===== src/rtl/acu_result_arbiter.sv =====
// acu_result_arbiter
// Picks one finished ACU result per cycle from the reservation-station slots
// using round-robin order. The pick is buffered in a small FIFO and presented
// on the common data bus (CDB) with a valid/ready handshake. A one-hot grant
// pulse tells the reservation station which slot was consumed.
//
// Ports
//   clk        in   clock, all state on rising edge
//   rst        in   asynchronous active-low reset
//   flush      in   synchronous pipeline flush (clears FIFO, keeps ptr)
//   in_valid   in   [SIZE]        slot i holds a finished result
//   in_tag     in   [SIZE*TAG_W]  ROB tag per slot, slot i at [i*TAG_W +: TAG_W]
//   in_data    in   [SIZE*32]     result per slot, slot i at [i*32 +: 32]
//   grant      out  [SIZE]        combinational one-hot/zero accept pulse
//   cdb_valid  out  FIFO head valid
//   cdb_tag    out  FIFO head tag
//   cdb_data   out  FIFO head data
//   cdb_ready  in   consumer accepts head when cdb_valid & cdb_ready
module acu_result_arbiter #(
    parameter int unsigned SIZE  = 15,
    parameter int unsigned TAG_W = 4,
    parameter int unsigned DEPTH = 2
) (
    input  logic                   clk,
    input  logic                   rst,
    input  logic                   flush,
    input  logic [SIZE-1:0]        in_valid,
    input  logic [SIZE*TAG_W-1:0]  in_tag,
    input  logic [SIZE*32-1:0]     in_data,
    output logic [SIZE-1:0]        grant,
    output logic                   cdb_valid,
    output logic [TAG_W-1:0]       cdb_tag,
    output logic [31:0]            cdb_data,
    input  logic                   cdb_ready
);

    localparam int unsigned DATA_W = 32;
    localparam int unsigned PTR_W  = (SIZE > 1) ? $clog2(SIZE) : 1;
    localparam int unsigned AW     = (DEPTH > 1) ? $clog2(DEPTH) : 1;
    localparam int unsigned CNT_W  = $clog2(DEPTH + 1);

    logic [PTR_W-1:0]  ptr_q, ptr_d;
    logic [CNT_W-1:0]  cnt_q, cnt_d;
    logic [AW-1:0]     wr_q, wr_d;
    logic [AW-1:0]     rd_q, rd_d;
    logic [TAG_W-1:0]  tag_mem_q  [DEPTH];
    logic [DATA_W-1:0] data_mem_q [DEPTH];

    logic [TAG_W-1:0]  tag_arr  [SIZE];
    logic [DATA_W-1:0] data_arr [SIZE];

    logic              any_valid;
    logic              hi_found;
    logic [PTR_W-1:0]  hi_sel;
    logic [PTR_W-1:0]  lo_sel;
    logic [PTR_W-1:0]  sel;
    logic              can_accept;
    logic              push;
    logic              pop;

    // Unpack flat slot buses into per-slot arrays
    for (genvar g = 0; g < SIZE; g++) begin : g_unpack
        assign tag_arr[g]  = in_tag[g*TAG_W +: TAG_W];
        assign data_arr[g] = in_data[g*DATA_W +: DATA_W];
    end

    // Round-robin pick: lowest valid slot at or above ptr, else lowest valid
    // slot overall (the scan has wrapped past SIZE-1).
    always_comb begin
        any_valid = 1'b0;
        hi_found  = 1'b0;
        hi_sel    = '0;
        lo_sel    = '0;
        for (int i = SIZE - 1; i >= 0; i--) begin
            if (in_valid[i]) begin
                any_valid = 1'b1;
                lo_sel    = PTR_W'(i);
                if (PTR_W'(i) >= ptr_q) begin
                    hi_found = 1'b1;
                    hi_sel   = PTR_W'(i);
                end
            end
        end
        sel = hi_found ? hi_sel : lo_sel;
    end

    assign cdb_valid  = (cnt_q != '0);
    assign pop        = cdb_valid & cdb_ready;
    // A same-cycle pop frees a slot even when the FIFO is full
    assign can_accept = (cnt_q < CNT_W'(DEPTH)) | pop;
    assign push       = any_valid & can_accept & ~flush & rst;

    always_comb begin
        grant = '0;
        if (push) begin
            grant[sel] = 1'b1;
        end
    end

    function automatic logic [AW-1:0] ptr_inc(input logic [AW-1:0] p);
        return (p == AW'(DEPTH - 1)) ? '0 : p + AW'(1);
    endfunction

    // Next-state for arbitration pointer and FIFO bookkeeping
    always_comb begin
        ptr_d = ptr_q;
        cnt_d = cnt_q;
        wr_d  = wr_q;
        rd_d  = rd_q;
        if (push) begin
            ptr_d = (sel == PTR_W'(SIZE - 1)) ? '0 : sel + PTR_W'(1);
        end
        if (flush) begin
            cnt_d = '0;
            wr_d  = '0;
            rd_d  = '0;
        end else begin
            if (push) begin
                wr_d = ptr_inc(wr_q);
            end
            if (pop) begin
                rd_d = ptr_inc(rd_q);
            end
            if (push && !pop) begin
                cnt_d = cnt_q + CNT_W'(1);
            end else if (pop && !push) begin
                cnt_d = cnt_q - CNT_W'(1);
            end
        end
    end

    // State registers and FIFO storage
    always_ff @(posedge clk or negedge rst) begin
        if (!rst) begin
            ptr_q <= '0;
            cnt_q <= '0;
            wr_q  <= '0;
            rd_q  <= '0;
            for (int j = 0; j < DEPTH; j++) begin
                tag_mem_q[j]  <= '0;
                data_mem_q[j] <= '0;
            end
        end else begin
            ptr_q <= ptr_d;
            cnt_q <= cnt_d;
            wr_q  <= wr_d;
            rd_q  <= rd_d;
            if (push) begin
                tag_mem_q[wr_q]  <= tag_arr[sel];
                data_mem_q[wr_q] <= data_arr[sel];
            end
        end
    end

    // Head is read straight from storage: no path from in_* to cdb_*
    assign cdb_tag  = tag_mem_q[rd_q];
    assign cdb_data = data_mem_q[rd_q];

endmodule

===== config.mk =====
export PLATFORM = sky130hd
export DESIGN_NAME = acu_result_arbiter
export DESIGN_NICKNAME = d
export VERILOG_FILES = /design/src/rtl/acu_result_arbiter.sv
export SDC_FILE = /design/constraint.sdc
export NUM_CORES = 1
export LEC_CHECK = 0
export CORE_AREA = 2 2 237 239
export DETAILED_ROUTE_END_ITERATION = 8
export DIE_AREA = 0 0 239 241
export DONT_BUFFER_PORTS = 1
export SYNTH_ARGS = -nofsm -noshare
export SYNTH_HDL_FRONTEND = slang
export SYNTH_SLANG_ARGS = --single-unit

===== constraint.sdc =====
create_clock -name clk -period 6.1 [get_ports clk]
set_input_delay 1.83 -clock clk [delete_from_list [all_inputs] [get_ports clk]]
set_output_delay 1.83 -clock clk [all_outputs]
set_load 0.02 [all_outputs]

# Word level (Yosys, flattened, before mapping)
# Cells that the tools add are included.
dict set report totals {
  in_bits 559
  out_inout_bits 52
  wordCells 177
  ff_bits 80
}
dict set report classes {
  magnitude_cmp 22
  n_bitwise 9
  n_eq_ne 1
  n_mux 122
  reduce_logical 10
  add_sub_neg 5
}
# op n
set ops {}
lappend ops {{$mux 4} 53}
lappend ops {{$mux 32} 6}
lappend ops {{$bmux 32 s4} 1}
lappend ops {{$bwmux 64} 1}
lappend ops {{$mux 1} 52}
lappend ops {{$demux 32 s1} 1}
lappend ops {{$ge 4x4->1 const A} 7}
lappend ops {{$bmux 4 s4} 1}
lappend ops {{$ge 3x4->1 const A} 4}
lappend ops {{$mux 15} 1}
lappend ops {{$bwmux 8} 1}
lappend ops {{$ge 1x4->1 const A} 2}
lappend ops {{$ge 2x4->1 const A} 2}
lappend ops {{$mux 2} 3}
lappend ops {{$reduce_bool 2->1} 3}
lappend ops {{$ge 5x5->1 const B} 1}
lappend ops {{$lt 4x5->1 const B} 1}
lappend ops {{$not 4->5} 1}
lappend ops {{$add 4x1->4 const B} 1}
lappend ops {{$and 1x1->1} 4}
lappend ops {{$demux 1 s4} 1}
lappend ops {{$demux 4 s1} 1}
lappend ops {{$eq 4x4->1 const B} 1}
lappend ops {{$ge 2x2->1 const B} 2}
lappend ops {{12 further kinds} 18}

# Depth between registers and ports, before layout
# Gate-level depths: netlist of the first run.
dict set report logic_depth {
  depth_word 37
  ltp_mapped 14
  mapped_depth_nobuf 8
}

# Least setup slack after synthesis of the first run
# OpenSTA, ideal clock, no wires.
dict set report synth_timing {
  path_type {input-to-output}
  startpoint {input port in_valid[7]}
  endpoint {output port grant[13]}
  path_buffers 3
  slack_ns 0.098
  path_stages 10
  t_required_ns 4.270
  arrival_time_ns 4.172
  cell_sequence {or2_2 a2111oi_0 o21bai_1 and4_1 buf_4 nor2_2 buf_2 buf_1 nand3_1 nor3_1}
}
dict set report synth_between {
  elab_chain_len 21
}
# item line
set synth_rtl {}
lappend synth_rtl {{from (decl)} 27} ;# input logic [SIZE-1:0] in_valid,
lappend synth_rtl {{$mux 4 / $mux 1 (equally long branches)} 75} ;# if (in_valid[i]) begin
lappend synth_rtl {{$mux 4 / $mux 1 (equally long branches)} 78} ;# if (PTR_W'(i) >= ptr_q) begin
lappend synth_rtl {{$mux 4 / $mux 1 (equally long branches)} 75}
lappend synth_rtl {{$mux 4 / $mux 1 (equally long branches)} 78}
lappend synth_rtl {{$mux 4 / $mux 1 (equally long branches)} 75}
lappend synth_rtl {{$mux 4 / $mux 1 (equally long branches)} 78}
lappend synth_rtl {{$mux 4 / $mux 1 (equally long branches)} 75}
lappend synth_rtl {{$mux 4 / $mux 1 (equally long branches)} 78}
lappend synth_rtl {{[... 5 more ...]} --}
lappend synth_rtl {{$mux 4 / $mux 1 (equally long branches)} 78}
lappend synth_rtl {{$mux 4 / $mux 1 (equally long branches)} 75}
lappend synth_rtl {{$mux 4} 84} ;# sel = hi_found ? hi_sel : lo_sel;
lappend synth_rtl {{$lt 4x5->1 (implied by the code) / $ge 4x1->1 (equally long branches)} 96} ;# grant[sel] = 1'b1;
lappend synth_rtl {{$logic_and 1x1->1 (implied by the code)} 96}
lappend synth_rtl {{$mux 1 (implied by the code)} 96}
lappend synth_rtl {{$demux 1 s4} 96}
lappend synth_rtl {{$mux 15 *} 95} ;# if (push) begin
lappend synth_rtl {{to (decl)} 30} ;# output logic [SIZE-1:0] grant,
# Mark *: on every way between the ends. The rest lies on a longest branch, timed or not.

# Final worst setup path of the first run
dict set report layout_timing {
  startpoint {input port in_valid[13]}
  endpoint {output port grant[5]}
}
dict set report layout_between {
  elab_chain_len 33
}
# item line
set layout_rtl {}
lappend layout_rtl {{$mux 4 / $mux 1 (equally long branches)} 75}
lappend layout_rtl {{$mux 4 / $mux 1 (equally long branches)} 78}
lappend layout_rtl {{$mux 4 / $mux 1 (equally long branches)} 75}
lappend layout_rtl {{$mux 4 / $mux 1 (equally long branches)} 78}
lappend layout_rtl {{$mux 4 / $mux 1 (equally long branches)} 75}
lappend layout_rtl {{$mux 4 / $mux 1 (equally long branches)} 78}
lappend layout_rtl {{$mux 4 / $mux 1 (equally long branches)} 75}
lappend layout_rtl {{$mux 4 / $mux 1 (equally long branches)} 78}
lappend layout_rtl {{[... 17 more ...]} --}
lappend layout_rtl {{$mux 4 / $mux 1 (equally long branches)} 78}
lappend layout_rtl {{$mux 4 / $mux 1 (equally long branches)} 75}
lappend layout_rtl {{$mux 4} 84}
lappend layout_rtl {{$lt 4x5->1 (implied by the code) / $ge 4x1->1 (equally long branches)} 96}
lappend layout_rtl {{$logic_and 1x1->1 (implied by the code)} 96}
lappend layout_rtl {{$mux 1 (implied by the code)} 96}
lappend layout_rtl {{$demux 1 s4} 96}
lappend layout_rtl {{$mux 15 *} 95}
# Marked as above.

==> results.rst, run 1 <==
.. list-table::
   :header-rows: 1

   * - Metric
     - Value
   * - Worst setup path startpoint
     - in_valid[13]
   * - Worst Min Path Start
     - cnt_q[0]
   * - Share of synthesized flip-flops with an asynchronous set or reset
     - 100.0%
   * - PortBufs
     - 0
   * - Starting DRT DRC Count
     - about 1100
   * - Status
     - completed
   * - Syn Area/Cell
     - around 7.4 sq um
   * - Post CTS Setup Buffer Count
     - 0
   * - Final core utilization
     - ~20%
   * - Cell total after placement
     - 1951
   * - Register-to-register setup slack
     - roughly 1500 ps
   * - Hold buffer count at CTS
     - 0
   * - Least-Margin Pin Slew
     - roughly 1200 ps
   * - Arrival @ worst endpoint
     - between 3000 and 4000 ps
   * - Post-synth EDFFs
     - 0
   * - Number of placed I/O pins
     - around 600
   * - Wire length reported by the detailed router
     - 57.66 mm
   * - Final global-route overflow total
     - 0
   * - Gate Count Post-Synth
     - 1351
   * - Critical path data required time
     - roughly 4300 ps
   * - Final worst path period need
     - 5569 ps
   * - Syn nets
     - ~1900
   * - Upper clock frequency limit
     - between 150 and 200 MHz
   * - Number of optimization iterations in the first detailed-route pass
     - 8
   * - Post-Syn Area
     - ~10000 sq um
   * - Class of the worst hold path
     - reg2reg
   * - Maximum number of pins on one net before global-route repair
     - 167
   * - Die area
     - 57600 sq um
   * - Initial Utilization
     - ~18%
   * - Number of synthesis warnings
     - 0
   * - Sequential cell area fraction in the yosys report
     - approximately a fifth
   * - TritonCTS Sinks
     - 80
   * - Clock buffers created by TritonCTS
     - 9
   * - Last weighted congestion value of the routability-driven placer
     - between 0.9 and 1
   * - Max-capacitance violation count
     - 0
   * - Fraction of the cycle the final worst path needs
     - between 90 and 100%
   * - Endpoint of the most critical register-to-register path
     - data_mem_q[20]
   * - Startpoint types
     - input pin
   * - Routed via count divided by cell count
     - around 5.9
   * - Number of global-route vias before repair
     - between 10000 and 15000
   * - Kind of end point of the critical path
     - output pin
   * - Non-filler instance count after layout
     - 1975
   * - Die boundary width
     - 239 um
   * - Initial antenna violation count
     - 10
   * - Worst Hold Depth
     - 1
   * - DIE HEIGHT
     - between 200 and 250 um
   * - Layout net count
     - ~1800
   * - Clock transition at the registers of the reported paths
     - 80 ps
   * - TritonCTS clock tree
     - built
   * - Floorplan core area
     - between 50000 and 60000 sq um
   * - Worst vdd rail ir drop
     - around 0.48 mV
   * - Setup-violating endpoint count in the final report
     - 0
   * - Leakage component of the power
     - between 3 and 4 nW
   * - Aggregate global-route resource usage
     - 18.33%
   * - Worst-path fanout max
     - 6
   * - Number of library cell types mapped by synthesis
     - 64
   * - Primary FF master, synth
     - sky130_fd_sc_hd__dfrtp_1
   * - Final hold violation count
     - 0
   * - Crit Reg-Reg Startpoint
     - ptr_q[2]
   * - RSZ-0062 raised after global routing
     - false
   * - Worst-case reg-to-reg path depth
     - 10
   * - Clock latency reported for the late side of the worst-skew pair
     - about 360 ps
   * - DR vias
     - 11610
   * - Wire length of the first global-routing pass
     - 75.45 mm
   * - Count of pins over their slew limit
     - 0
   * - Buffer cell driving the clock tree root
     - sky130_fd_sc_hd__clkbuf_16
   * - Flip-flop and latch count after synthesis
     - 80
   * - Worst slew margin relative to its limit
     - between 10% and 20%
   * - Avg WL per Cell
     - between 20 and 30 um
   * - Total negative slack
     - 0 ps
   * - Maximum number of buffers from clock root to sink
     - 2
   * - Kind of critical path
     - in2out
   * - Sink of the worst hold path
     - cnt_q[1]
   * - Number of nets still failing antenna checks after routing
     - 0
   * - Setup Skew
     - around 21 ps
   * - Power density of the placed cells
     - ~790 nW/um^2
   * - Fraction of layout cells with a size suffix above 1
     - between 10% and 20%
   * - Number of cell rows
     - 86
   * - DP HPWL
     - between 40 and 50 mm
   * - Synth-to-Final Area Change
     - 11.15%
   * - H-tree levels
     - 3
   * - DRC violations left
     - 0
   * - Post-cts repair resize count
     - 0
## flip-flops by register name, summed over array words and instances (netlist names)
name        count
cnt_q           2
tag_mem_q       8
ptr_q           4
data_mem_q     64
wr_q            1
rd_q            1
## kinds of logic after synthesis
group / Yosys count / share of synthesized area [%]
compound gates: 501 / 38.94
simple gates: 460 / 20.94
buf+inv: 216 / 9.493
mux: 92 / 10.38
flops: 80 / 20.07
xor+xnor: 2 / 0.1756
## synthesized netlist by cell type, types with 36 or more instances
| cell | count | area, sq um |
|---|---|---|
| sky130_fd_sc_hd__a2111oi_0 | 38 | 332.8 |
| sky130_fd_sc_hd__a211o_1 | 37 | 324.1 |
| sky130_fd_sc_hd__a211oi_1 | 59 | 442.9 |
| sky130_fd_sc_hd__a21oi_1 | 45 | 225.2 |
| sky130_fd_sc_hd__a311o_1 | 36 | 360.4 |
| sky130_fd_sc_hd__a31oi_1 | 73 | 456.7 |
| sky130_fd_sc_hd__a32o_1 | 36 | 360.4 |
| sky130_fd_sc_hd__buf_2 | 39 | 195.2 |
| sky130_fd_sc_hd__clkbuf_1 | 107 | 401.6 |
| sky130_fd_sc_hd__dfrtp_1 | 80 | 2002 |
| sky130_fd_sc_hd__inv_1 | 45 | 168.9 |
| sky130_fd_sc_hd__mux2_2 | 92 | 1036 |
| sky130_fd_sc_hd__nand2_1 | 158 | 593.1 |
| sky130_fd_sc_hd__nand3_1 | 93 | 465.5 |
| sky130_fd_sc_hd__nand4_1 | 39 | 244.0 |
| sky130_fd_sc_hd__nor2_1 | 100 | 375.4 |
| sky130_fd_sc_hd__nor3_1 | 42 | 210.2 |
| sky130_fd_sc_hd__o21ai_0 | 68 | 340.3 |
| sky130_fd_sc_hd__o41a_1 | 36 | 405.4 |
## metal layers
metal / vias up / global-route usage, % / part of all wire, %
met4: 6 / 6.837 / 3.3
met1: 5620 / 23.43 / 41
met5: - / 0 / 0.071
li1: 5102 / - / -
met3: 105 / 6.119 / 11
met2: 779 / 28.57 / 44
## critical path: stages
cell	delay, ps
sky130_fd_sc_hd__and4b_1	170
sky130_fd_sc_hd__o311ai_0	540
sky130_fd_sc_hd__a41oi_2	260
sky130_fd_sc_hd__and2_4	220
sky130_fd_sc_hd__nor2_4	170
sky130_fd_sc_hd__nand3_1	120
sky130_fd_sc_hd__nor3_1	230
sky130_fd_sc_hd__buf_4	180
## worst max-delay path by stage
stage	end	slack [ps]	depth (start not counted)
after floorplan	grant[13]	100	10
after global placement	grant[5]	400	8
after detailed placement	grant[5]	550	8
after CTS	grant[5]	530	8
after global routing	grant[5]	390	8
final	grant[5]	530	8
## power by group
part,switching [mW],internal [mW]
combinational,4.78,2.35
clock,0.255,0.362
sequential,0.187,0.782
total,5.22,3.49
## layout make-up
cell class / instances / area [sq um]
Inverter: 45 / 168.9
Clock buffer: 10 / 229.0
Tap cell: 704 / 880.8
Fill cell: 6141 / 43790
Clock inverter: 6 / 93.84
Timing Repair Buffer: 67 / 540.5
Sequential cell: 80 / 2003
Multi-Input combinational cell: 1055 / 7153
Antenna cell: 8 / 20.02
## per-stage QoR
stage	hold slack [ps]	power (mW)	area, sq um	setup WS, ps
after floorplan	472.9	5.558	9977	97.82
after global placement	482.6	7.920	10750	404.2
after detailed placement	498.1	8.048	10750	550.2
after CTS	516.7	8.686	11070	525.8
after global routing	549.9	9.270	11080	389.1
final	518.4	8.716	11090	531.4
## cells in the final DEF, fill, tap and decap left out, drive strengths merged, types with 37 or more instances in the layout
master     n
mux2      92
dfrtp     80
inv       46
a211oi    60
nand4     39
nand2    158
a21oi     46
a2111oi   38
a31oi     73
buf       67
nor3      42
nand3     93
nor2     102
a211o     37
o21ai     72
Note: power is estimated with default switching activity, not from simulation.
==> run 2: changes to the inputs <==
Settings changed: SLEW_MARGIN set to 20.
==> results.rst, run 2 (synthesis results as in run 1) <==
.. list-table::
   :header-rows: 1

   * - Metric
     - Value
   * - Die area
     - 57600 sq um (unchanged)
   * - Design internal power
     - 3.499 mW (+0.15%)
   * - Arrival @ worst endpoint
     - 3730 ps (about the same)
   * - RSZ-0062 raised after global routing
     - false
   * - Met3 routing resource usage after global routing
     - 6.382% (+0.26 points)
   * - Critical path data required time
     - 4270 ps (about the same)
   * - Most frequent cells in the layout
     - sky130_fd_sc_hd__nand2_1 (156), sky130_fd_sc_hd__nor2_1 (97), sky130_fd_sc_hd__nand3_1 (93)
   * - Post CTS Setup Buffer Count
     - 0 (unchanged)
   * - Initial Utilization
     - 18.18% (unchanged)
   * - Status
     - completed
   * - Crit Reg-Reg Startpoint
     - ptr_q[2]
   * - Number of cell rows
     - 86 (unchanged)
   * - Worst setup path startpoint
     - in_valid[13]
   * - DR vias
     - 11620 (+0.078%)
   * - Power density of the placed cells
     - 789.8 nW/um^2 (+0.48%)
   * - Kind of critical path
     - in2out
   * - Startpoint types
     - input pin
   * - Count of pins over their slew limit
     - 0 (unchanged)
   * - H-tree levels
     - 3 (unchanged)
   * - Final global-route overflow total
     - 0 (unchanged)
   * - Final hold violation count
     - 0 (unchanged)
   * - Wire length of the first global-routing pass
     - 76.53 mm (+1.4%)
   * - Layout net count
     - 1818 (+0.055%)
   * - Initial antenna violation count
     - 10 (unchanged)
   * - Largest reg by FF count
     - data_mem_q
   * - Wire length reported by the detailed router
     - 58.00 mm (+0.60%)
   * - Met2 track demand over resource
     - 29.00% (+0.43 points)
   * - Buffer cell driving the clock tree root
     - sky130_fd_sc_hd__clkbuf_16
   * - DP HPWL
     - 43.81 mm (+0.12%)
   * - TritonCTS Sinks
     - 80 (unchanged)
   * - Die boundary width
     - 239 um (unchanged)
   * - Number of placed I/O pins
     - 611 (unchanged)
   * - Synth-to-Final Area Change
     - 11.37%
   * - Worst slew margin relative to its limit
     - 21.46% (+2.2 points)
   * - Least-Margin Pin Slew
     - 1178 ps (-3.024 ps)
   * - Routed via count divided by cell count
     - 5.884 (about the same)
   * - Starting DRT DRC Count
     - 1169 (+6.1%)
   * - Combinational cell fraction of total power
     - 81.9% (about the same)
   * - DIE HEIGHT
     - 241 um (unchanged)
   * - Floorplan core area
     - 54880 sq um (unchanged)
   * - Fraction of the cycle the final worst path needs
     - 91.21% (about the same)
   * - Class of the worst hold path
     - reg2reg
   * - Portion of total power attributed to sequential cells
     - 11.0% (about the same)
   * - TritonCTS clock tree
     - built
   * - Max-capacitance violation count
     - 0 (unchanged)
   * - Maximum number of buffers from clock root to sink
     - 2 (unchanged)
   * - Setup Skew
     - 13.94 ps (-7.092 ps)
   * - DRC violations left
     - 0 (unchanged)
   * - Last weighted congestion value of the routability-driven placer
     - 0.9166 (unchanged)
   * - Fraction of layout cells with a size suffix above 1
     - 15.82% (+0.067 points)
   * - Upper clock frequency limit
     - 179.7 MHz (about the same)
   * - Kind of end point of the critical path
     - output pin
   * - Setup-violating endpoint count in the final report
     - 0 (unchanged)
   * - Post-cts repair resize count
     - 0 (unchanged)
   * - Aggregate global-route resource usage
     - 18.56% (+0.23 points)
   * - Most utilized layer in the global route result
     - met2
   * - Flip-flop count of the largest register, all copies and words added
     - 64 (unchanged)
   * - Non-filler instance count after layout
     - 1975 (unchanged)
   * - Switching part of the total power
     - 60.13% (+0.21 points)
   * - Top Registers
     - data_mem_q x64, tag_mem_q x8, ptr_q x4
   * - Final worst path period need
     - 5564 ps (-5.061 ps)
   * - Clock network fraction of total power
     - 7.0% (about the same)
   * - Met1 Use GR
     - 23.80% (+0.37 points)
   * - Cell total after placement
     - 1951 (unchanged)
   * - Total negative slack
     - 0 ps (unchanged)
   * - Avg WL per Cell
     - 29.37 um (+0.60%)
   * - Switch Pwr
     - 5.277 mW (+1.0%)
   * - Worst Min Path Start
     - cnt_q[0]
   * - PortBufs
     - 0 (unchanged)
   * - Leakage component of the power
     - 3.577 nW (+0.24%)
   * - Worst-path fanout max
     - 6 (unchanged)
   * - Number of global-route vias before repair
     - 10470 (+1.6%)
   * - Number of optimization iterations in the first detailed-route pass
     - 5 (-3)
   * - Maximum number of pins on one net before global-route repair
     - 167 (unchanged)
   * - Hold buffer count at CTS
     - 0 (unchanged)
   * - Clock transition at the registers of the reported paths
     - 80 ps (about the same)
   * - Worst vdd rail ir drop
     - 0.4915 mV (+3.4%)
   * - Most common cell after layout, fill and taps aside
     - sky130_fd_sc_hd__nand2_1
   * - Number of nets still failing antenna checks after routing
     - 0 (unchanged)
   * - Clock buffers created by TritonCTS
     - 9 (unchanged)
   * - Clock latency reported for the late side of the worst-skew pair
     - 370 ps (about the same)
run 2: cell count changes in the layout (fill, tap and decap cells not counted), sizes merged:
| cell | delta |
|---|---|
| buf | +1 |
| diode | -1 |
run 2: area by class of cell:
cell class	instances	area, sq um
multi-input cells	1055	7156
repair buffers	68	560.5
flip-flops and latches	80	2006
inverters	45	168.9
clock inverters	6	93.84
fillers	6116	43770
well taps	704	880.8
clock buffers	10	229.0
diodes	7	17.52
run 2: metal layers:
| metal | vias up | routed length, um |
|---|---|---|
| li1 | 5104 | - |
| met1 | 5608 | 24210 |
| met2 | 785 | 25660 |
| met3 | 118 | 6223 |
| met4 | 6 | 1879 |
| met5 | - | 33 |
run 2: path summary, 6_finish.rpt:
check | slack [ps] | depth (start not counted) | endpoint
max in group asynchronous | 4740 | 0 | data_mem_q[31]
min in group asynchronous | 1160 | 0 | rd_q
worst max-delay path | 540 | 8 | grant[5]
worst max register to register | 1530 | 10 | data_mem_q[2]
worst min-delay path | 510 | 1 | cnt_q[1]
worst min register to register | 510 | 1 | cnt_q[1]
run 2: power groups by stage:
stage / sequential (mW) / combinational, mW / clock (mW)
final: 0.969 / 7.19 / 0.616
after global placement: 0.964 / 6.96 / 0
after floorplan: 0.879 / 4.68 / 0
after CTS: 0.967 / 7.10 / 0.643
after detailed placement: 0.978 / 7.09 / 0
after global routing: 1.01 / 7.63 / 0.661
run 2: critical path: stages:
cell                       delay [ps]
sky130_fd_sc_hd__and4b_1          170
sky130_fd_sc_hd__o311ai_0         510
sky130_fd_sc_hd__a41oi_2          260
sky130_fd_sc_hd__and2_4           220
sky130_fd_sc_hd__nor2_4           190
sky130_fd_sc_hd__nand3_1          140
sky130_fd_sc_hd__nor3_1           230
sky130_fd_sc_hd__buf_4            180
run 2: metrics by stage:
stage          hold slack [ps]  instance area (sq um)  setup WS, ps  util (%)  power (mW)
2_1_floorplan            472.9                   9977         97.82         -       5.558
3_3_place_gp             482.6                  10750         404.2     19.58       7.920
3_5_place_dp             504.5                  10750         508.7     19.59       8.064
4_1_cts                  513.7                  11070         501.2     20.18       8.709
5_1_grt                  555.3                  11110         420.8     20.24       9.297
6_report                 514.4                  11110         536.4     20.25       8.776
==> RTL change, RTL diff (config.mk and constraints of run 2) <==
Change the parameter `SIZE` from 15 to 16.
--- a/src/rtl/acu_result_arbiter.sv
+++ b/src/rtl/acu_result_arbiter.sv
@@ -18,5 +18,5 @@
 //   cdb_ready  in   consumer accepts head when cdb_valid & cdb_ready
 module acu_result_arbiter #(
-    parameter int unsigned SIZE  = 15,
+    parameter int unsigned SIZE  = 16,
     parameter int unsigned TAG_W = 4,
     parameter int unsigned DEPTH = 2
Interface: changed (resized grant, in_data, in_tag and in_valid); port bits go from 611 to 649. No check against the original RTL was run, so the function may have changed too.
==> RTL change against run 2 <==
  * Synthesized area is 13% lower
  * Total power down 15%
  * Sequential share of layout area increased by 2.5 points
  * Clock power shrank 3%
  * Synthesized cell count is 29% lower
  * First-iteration DRC count shrank 39%
  * Worst setup slack got worse by 0.26 ns
  * Wire length fell by 24%
  * Design area down 12%
  * Sequential cell count is the same
  * Critical path type unchanged
  * Largest cell class unchanged
  * Highest routed layer unchanged
==> RTL change: results (changes against run 2) <==
WHS Path Cells = 2 (+1)
Clock Tree Buf Depth = 2 (unchanged)
RR Endpoint = data_mem_q[58]
largest net degree at the start of global routing = 160 (-4.2%)
Routed WL per cell = 27.0 µm (-7.9%)
Worst path slowest cell = o31ai_4
Pleak = 4.03 nW (+13%)
synth cell count leaders = 290 x mux2i_1, 145 x o22ai_1, 80 x dfrtp_1, 67 x mux2_2, 51 x nor2_1
Compound-Gate Fraction of Synth Area = 18.1% (-21 points)
WL final = 44100 µm (-24%)
fill count = 6167 (+0.83%)
DP Worst Slack = 0.179 ns (-0.330 ns)
Seq power = 0.000971 W (about the same)
Slew headroom = 13.2% (-8.3 points)
placed inst area = 9420 µm² (-12%)
crit path to = grant[11]
Area contributors post-synth = mux2i_1 34%, dfrtp_1 23%, o22ai_1 10%
Post-Synth Adder-Cell Area = 0.579% (+0.58 points)
Total Nets Final = 1519 (-16%)
met2 usage = 21.1% (-7.9 points)
GR Util met1 = 18.3% (-5.6 points)
peak supply drop = 0.450 mV (-8.4%)
vias in the first global route = 7823 (-25%)
hold slack = 0.479 ns (-0.0355 ns)
met3 routed WL = 4820 µm (-22%)
design area = 9770 µm² (-12%)
hpwl dp = 34800 µm (-21%)
reg2reg start = ptr_q[3]
Global Route Usage Sum = 14.3% (-4.3 points)
NetSw = 0.00392 W (-26%)
Slew Limit Fails = 0 (unchanged)
global-route wire length before repair = 57800 µm (-24%)
slowest stage delay, CP = 0.48 ns (-0.03 ns)
crit path DAT = 3.99 ns (+0.26 ns)
antenna violations before repair = 11 (+1)
critical path launch point = in_valid[4]
Detail Route met2 WL = 19900 µm (-22%)
XOR/XNOR Fraction of Synth Area = 0.304% (+0.13 points)
internal power = 0.00351 W (+0.46%)
layout cells sized above 1 = 15.3% (-0.56 points)
final clock skew = 0.0129 ns (-0.00105 ns)
via/cell ratio = 5.09 (-13%)
drt drc = 0 (unchanged)
H-tree levels = 3 (unchanged)
WL met1 = 18200 µm (-25%)
grt met3 use = 6.03% (-0.35 points)
worst r2r path cells = 12 (+2)
status = complete, no violations
minimum clock period after layout = 5.82 ns (+0.256 ns)
Synth Net Count = 1557 (-18%)
GPL Wtd Cong = 0.939 (+2.5%)
logic gate share of total power = 78.9% (-3.0 points)
reg-to-reg slack, setup = 1.26 ns (-0.27 ns)
initial drt markers = 715 (-39%)
Avg Cell Area, Syn = 9.03 µm² (+22%)
mux cell area share after synthesis = 42.3% (+32 points)
post-synthesis cell type count = 60 (-6.3%)
Seq/Total Area, Yosys = 23.2% (+3.1 points)
==> RTL change: changes by cell type after synthesis, moves of 38 or more <==
cell | run 2 | this run
nor3_1 | 42 | 3
o22ai_1 | 1 | 145
a31oi_1 | 73 | 0
o21ai_0 | 68 | 12
a211oi_1 | 59 | 1
mux2i_1 | 0 | 290
nor2_1 | 100 | 51
nand2_1 | 158 | 41
nand3_1 | 93 | 4
a2111oi_0 | 38 | 0
clkbuf_1 | 107 | 23
==> RTL change: layout make-up <==
class | count | share of cell area [%]
multi-input combinational | 778 | 63.5
sequential | 80 | 20.5
tap | 704 | 9.02
timing repair buffer | 33 | 3.05
clock buffer | 10 | 2.45
clock inverter | 6 | 0.692
inverter | 17 | 0.679
antenna | 4 | 0.102
==> RTL change: timing repair <==
action | 4_1_cts | 5_1_grt
resized for setup | 0 | 0
endpoints found under the setup margin | 0 | 7
setup buffers | 0 | 2
